### config.mk
export PLATFORM = sky130hd
export DESIGN_NAME = pipe_hazard_ctrl
export DESIGN_NICKNAME = d
export VERILOG_FILES = /design/src/rtl/pipe_hazard_ctrl.sv
export SDC_FILE = /design/constraint.sdc
export NUM_CORES = 1
export LEC_CHECK = 0
export BUFFER_PORTS_ARGS = -buffer_cell sky130_fd_sc_hd__buf_2
export CAP_MARGIN = 0
export CORE_AREA = 2 2 39 41
export CTS_CLUSTER_SIZE = 12
export DETAILED_ROUTE_END_ITERATION = 8
export DIE_AREA = 0 0 41 43
export PLACE_DENSITY = 0.63
export SYNTH_ARGS = -nofsm -noshare
export SYNTH_HDL_FRONTEND = slang
export SYNTH_SLANG_ARGS = --single-unit
### constraint.sdc
create_clock -name CLK -period 1.95 [get_ports CLK]
set_input_delay 0.39 -clock CLK [delete_from_list [all_inputs] [get_ports CLK]]
set_output_delay 0.39 -clock CLK [all_outputs]
set_load 0.005 [all_outputs]
### src/rtl/pipe_hazard_ctrl.sv
// pipe_hazard_ctrl: sequences the PC and the IF/ID, ID/EX, EX/MEM, MEM/WB
// pipeline registers from cache hits, load-use hazards, taken branches and
// the halt flag as it travels down the pipe.
// Optional build macro PIPE_PERF_CNT_EN adds saturating stall/flush counters.
module pipe_hazard_ctrl #(
  parameter int REGW = 5
`ifdef PIPE_PERF_CNT_EN
  ,
  parameter int PERF_W = 32
`endif
) (
  input  logic            CLK,
  input  logic            RST,
  input  logic            ihit,
  input  logic            dhit,
  input  logic            mem_dREN,
  input  logic            mem_dWEN,
  input  logic            ex_dREN,
  input  logic [REGW-1:0] ex_wsel,
  input  logic [REGW-1:0] id_rs,
  input  logic [REGW-1:0] id_rt,
  input  logic            id_uses_rt,
  input  logic            ex_branch_taken,
  input  logic            ex_halt,
  input  logic            wb_halt,
  output logic            pc_en,
  output logic            ifid_en,
  output logic            ifid_flush,
  output logic            idex_en,
  output logic            idex_flush,
  output logic            exmem_en,
  output logic            exmem_flush,
  output logic            memwb_en,
  output logic            memwb_flush,
  output logic            halted
`ifdef PIPE_PERF_CNT_EN
  ,
  output logic [PERF_W-1:0] stall_cnt,
  output logic [PERF_W-1:0] flush_cnt
`endif
);

  typedef enum logic [1:0] {RUN, DWAIT, DRAIN, HALT} state_t;

  state_t state, state_nxt;
  logic   mem_busy;
  logic   lu_haz;
  logic   freeze;
  logic   drain_now;

  assign mem_busy = (mem_dREN | mem_dWEN) & ~dhit;
  assign lu_haz   = ex_dREN & (ex_wsel != '0) &
                    ((ex_wsel == id_rs) | (id_uses_rt & (ex_wsel == id_rt)));

  // State register; reset always lands in RUN.
  always_ff @(posedge CLK) begin
    if (RST) state <= RUN;
    else     state <= state_nxt;
  end

  // Next state and all pipe controls; the ex_halt cycle already drains the front end.
  always_comb begin
    state_nxt   = state;
    freeze      = 1'b0;
    drain_now   = 1'b0;
    pc_en       = 1'b0;
    ifid_en     = 1'b0;
    ifid_flush  = 1'b0;
    idex_en     = 1'b0;
    idex_flush  = 1'b0;
    exmem_en    = 1'b0;
    exmem_flush = 1'b0;
    memwb_en    = 1'b0;
    memwb_flush = 1'b0;
    halted      = 1'b0;
    if (RST) begin
      ifid_flush  = 1'b1;
      idex_flush  = 1'b1;
      exmem_flush = 1'b1;
      memwb_flush = 1'b1;
      state_nxt   = RUN;
    end else if (state == HALT) begin
      halted = 1'b1;
    end else begin
      freeze    = (state == DWAIT) ? ~dhit : mem_busy;
      drain_now = (state == DRAIN) | ex_halt;
      if (!freeze) begin
        idex_en  = 1'b1;
        exmem_en = 1'b1;
        memwb_en = 1'b1;
        if (ex_branch_taken && !drain_now) begin
          pc_en      = 1'b1;
          ifid_en    = 1'b1;
          ifid_flush = 1'b1;
          idex_flush = 1'b1;
        end else if (lu_haz) begin
          idex_flush = 1'b1;
        end else if (!ihit) begin
          ifid_en    = 1'b1;
          ifid_flush = 1'b1;
        end else begin
          pc_en   = 1'b1;
          ifid_en = 1'b1;
        end
        if (drain_now) begin
          pc_en      = 1'b0;
          ifid_flush = 1'b1;
        end
      end
      if (wb_halt)        state_nxt = HALT;
      else if (freeze)    state_nxt = (state == DRAIN) ? DRAIN : DWAIT;
      else if (drain_now) state_nxt = DRAIN;
      else                state_nxt = RUN;
    end
  end

`ifdef PIPE_PERF_CNT_EN
  logic stall_ev;
  logic flush_ev;

  // Stalls and branch flushes are only counted while fetching normally (RUN/DWAIT).
  always_comb begin
    stall_ev = 1'b0;
    flush_ev = 1'b0;
    if (!RST && (state == RUN || state == DWAIT)) begin
      stall_ev = freeze | (~(ex_branch_taken & ~drain_now) & (lu_haz | ~ihit));
      flush_ev = ~freeze & ex_branch_taken & ~drain_now;
    end
  end

  // Saturating counters; no events occur in HALT so they simply hold there.
  always_ff @(posedge CLK) begin
    if (RST) begin
      stall_cnt <= '0;
      flush_cnt <= '0;
    end else begin
      if (stall_ev && stall_cnt != '1) stall_cnt <= stall_cnt + PERF_W'(1);
      if (flush_ev && flush_cnt != '1) flush_cnt <= flush_cnt + PERF_W'(1);
    end
  end
`endif

endmodule
Word-level counts from Yosys, hierarchy flattened

Index checks and enable logic that the tools add are counted.

Input bits: 26
Register bits: 2
Logic and storage cells: 52

Reduce and logical (&&, ||, !) cells: 3
Muxes and demuxes: 35
Bitwise gates (word level): 8
Eq/ne operators: 5

Operator list:

| operator             | count |
|---|---|
| $mux W1              | 31 |
| $eq A5 B5 Y1         | 2 |
| $mux W2              | 4 |
| $reduce_bool A5 Y1   | 1 |
| $and A1 B1 Y1        | 4 |
| $eq A2 B2 Y1 const B | 2 |
| $or A1 B1 Y1         | 3 |
| $eq A2 B1 Y1 const B | 1 |
| $logic_and A1 B1 Y1  | 1 |
| $logic_not A1 Y1     | 1 |
| $not A1 Y1           | 1 |

Depth between registers and ports, before layout

Word-level depth: 10
Depth in mapped cells: 4
Mapped depth without buffers: 4

Worst setup path after synthesis

OpenSTA, ideal clock, no wires.

Path type: input -> output
Start point: in ex_wsel[1]
End point: out idex_flush
Arrival: 1.480 ns
Cell stages on the path: 4
Buffers on the path: 0
Setup slack: 0.080 ns
Path through: or4_1 o21ai_2 inv_2 a311o_1

Word-level cells in the longest chain between the ends: 9

RTL lines:

| element           | line | RTL |
|---|---|---|
| start, declared   | 19   | `input logic [REGW-1:0] ex_wsel,` |
| $eq A5 B5 Y1      | 53   | `((ex_wsel == id_rs) \| (id_uses_rt & (ex_wsel == id_rt)));` |
| $and A1 B1 Y1     | 53   |  |
| $or A1 B1 Y1      | 53   |  |
| $and A1 B1 Y1 (*) | 52   | `assign lu_haz = ex_dREN & (ex_wsel != '0) &` |
| $mux W1 (*)       | 96   | `end else if (lu_haz) begin` |
| $mux W1 (*)       | 91   | `if (ex_branch_taken && !drain_now) begin` |
| $mux W1 (*)       | 87   | `if (!freeze) begin` |
| $mux W1 (*)       | 82   | `end else if (state == HALT) begin` |
| $mux W1 (*)       | 76   | `if (RST) begin` |
| end, declared     | 30   | `output logic idex_flush,` |

Mark *: on every way between the ends. The rest lies on a longest branch, timed or not.

Worst setup path in the final report

Start point: in ex_wsel[4]
End point: out idex_flush

The elaborated chain is that of the path after synthesis.

==> results.txt <==
Pwr dens: 416.2 mW/mm2
Clock period minus worst slack: 2.038 ns
Largest net degree at the start of global routing: 9
Post-layout util: 46.93%
CTS Hold Bufs: 0
Chip width: 41 um
Vias in the first global route: 430
Port Buffers: 35
Antenna viol nets, final: 0
FF-to-FF setup slack: 1.09 ns
Post-synth EDFFs: 0
Synth area leaders: xnor2_1 24%, dfxtp_1 11%, buf_4 8.3%
Final Skew: 0.002396 ns
Avg Vias per Cell: 4.604
Tcrit/Tclk final: 104.5%
# H-tree levels: 1
Seq/Total Area, Yosys: 11.03%
Final net count: 123
Failing checks: setup timing
Adder-cell share of the synthesized area: 0%
RSZ-0062 raised after global routing: yes
Most frequent cell after synthesis: xnor2_1
Commonest cells post-synth: 10 x xnor2_1, 5 x a21oi_1, 4 x buf_4, 4 x nor2_1, 3 x o21ai_0
WL final: 1.059 mm
CP required: 1.56 ns
Post-Syn Area: 362.8 um2
Total track usage: 12.49%
Dpl ws: -0.1594 ns
Worst r2r path cells: 4
FP Rows: 14
Outcome: finished, violations left
Tot Pwr: 0.2702 mW
DRC errors left: 0
Synth top area share: 24.14%
Crit path kind: input port to primary output
Critical path arrival: 1.65 ns
Worst-path clk slew: 0.03 ns
Worst Tran Pin Value: 0.3031 ns
Top FF cell, synth: dfxtp_1
Synth cell types: 26
Insertion delay to the later sink of the worst-skew pair: 0.22 ns
Synth Area in Simple Gates: 21.38%
Crit end category: primary output
Final non-filler cell total: 111
Layout cell share with drive strength beyond 1: 55.79%
Ant. Diodes: 0
Slew margin rel.: 79.66%
Leakage: 0.3236 nW
Max FO, Critical Path: 2
CP startpoint kind: input port
Post-DP HPWL: 918.2 um
Peak Freq: 490.7 MHz
Setup ws final: -0.08782 ns
Synth Area in Compound Gates: 32.07%
Mean area per synthesized cell: 7.115 um2
Routed length per instance: 9.541 um
Max FFs per register: 2
Antenna violations before repair: 0
Hold Crit Class: input port to flop
Initial core utilization: 26.22%
Multiplexer share of the synthesized area: 0%
Depth of the worst hold-timing path: 3
Worst Min Path Start: wb_halt
CTS Buf Count: 3
Hold Path Sink: state[0]
Max Cap Viol: 0
Die height: 43 um
Max Root-Sink Buffers: 2
Area Overhead vs Synth: 78.97%
CTS root buffer: clkbuf_4
RR Startpoint: state[1]
Biggest regs: state (2)
Leading area contributor after synthesis: xnor2_1
Fin. max-slew vios: 0
Largest family of logic cells by synthesized area: compound AO/OA/AOI/OAI gates
Final GP Congestion: 0.7063
Peak supply drop: 0.1752 mV
Synth Instances: 51
First-pass iteration count of the detailed router: 2
Reg-to-reg endpoint: state[0]
Total core area: 0.001384 mm2
YS warnings: 0
I/O pin count: 36
Synthesized flop and latch total: 2
Dpl cell area: 595.6 um2
Post-Syn Nets: 77
Final Hold Vio Count: 0
Post-Synth XOR/XNOR Area: 24.14%
Setup-failing EPs final: 3
GRT overflow: 0
Starting DRT DRC Count: 3
Detailed-route via count: 511
Post-synth ARST share: 0%
Fill count: 144
First-pass GRT wire length: 1.504 mm
Biggest register: state
Post-Layout Inst Area: 649.4 um2
Die area: 0.001763 mm2
CTS tree: done
Sink Count: 2
Placed cells: 107
cells by family (layout without fill, tap and decap cells):
kind of cell / Yosys count / in the layout
xor gates and xnor gates: 10 / 10
DFF: 2 / 2
AOI/OAI and AO/OA: 17 / 17
and+or+nand+nor: 15 / 15
buffers and inverters: 7 / 51
what timing repair did:
action / 4_1_cts / 5_1_grt
gates resized for setup: 4 / 2
buffers inserted: 1 / 0
pin swaps: 3 / 3
endpoints found under the setup margin: 4 / 7
placed cells by master, fill, tap and decap left out, types with 2 or more instances in the layout:
| cell type | count |
|---|---|
| buf_4 | 10 |
| clkbuf_4 | 3 |
| dfxtp_1 | 2 |
| buf_2 | 34 |
| nand2_1 | 2 |
| and3_1 | 2 |
| xnor2_1 | 10 |
| o21ai_0 | 2 |
| a21oi_1 | 5 |
| nor2_1 | 4 |
| inv_1 | 2 |
report_power, final:
group	internal, mW	switching, mW	leakage (nW)
Clock	0.0679	0.0232	0.0138
Sequential	0.0446	0.00262	0.0168
Combinational	0.0750	0.0569	0.293
per-layer routing:
metal / track usage, % / part of all wire [%] / vias to the layer above
met3: 2.094 / 12 / 0
li1: - / - / 268
met5: 0 / 0 / -
met2: 22.19 / 49 / 29
met4: 8.000 / 0 / 0
met1: 12.03 / 39 / 214
worst max path at each step:
stage	to	from	slack, ns
after floorplan	idex_flush	ex_wsel[1]	0.08
after global placement	idex_flush	ex_wsel[1]	-0.14
after CTS	idex_flush	ex_wsel[4]	-0.12
final	idex_flush	ex_wsel[4]	-0.09
after detailed placement	idex_flush	ex_wsel[1]	-0.16
after global routing	idex_flush	ex_wsel[4]	-0.12
cell type report:
| cell class | instances | area [um2] | area share (%) |
|---|---|---|---|
| repair buffers | 45 | 256.5 | 39.50 |
| clock buffers | 3 | 22.52 | 3.468 |
| flip-flops and latches | 2 | 40.04 | 6.166 |
| well taps | 16 | 20.02 | 3.083 |
| multi-input cells | 42 | 299.0 | 46.05 |
| inverters | 3 | 11.26 | 1.734 |
worst max-delay path, cell delays in order:
cell     delay [ns]
buf_6          0.09
or4_4          0.53
o21ai_4        0.15
inv_2          0.05
a311o_1        0.30
buf_2          0.13
stage by stage:
stage | TNS [ns] | hold WS (ns)
final | -0.1091 | 0.4075
after global routing | -0.3503 | 0.4104
after CTS | -0.2810 | 0.4097
after detailed placement | -0.3233 | 0.6217
after global placement | -0.2605 | 0.5989
after floorplan | 0 | 0.4591
(Power assumes the default switching activity.)
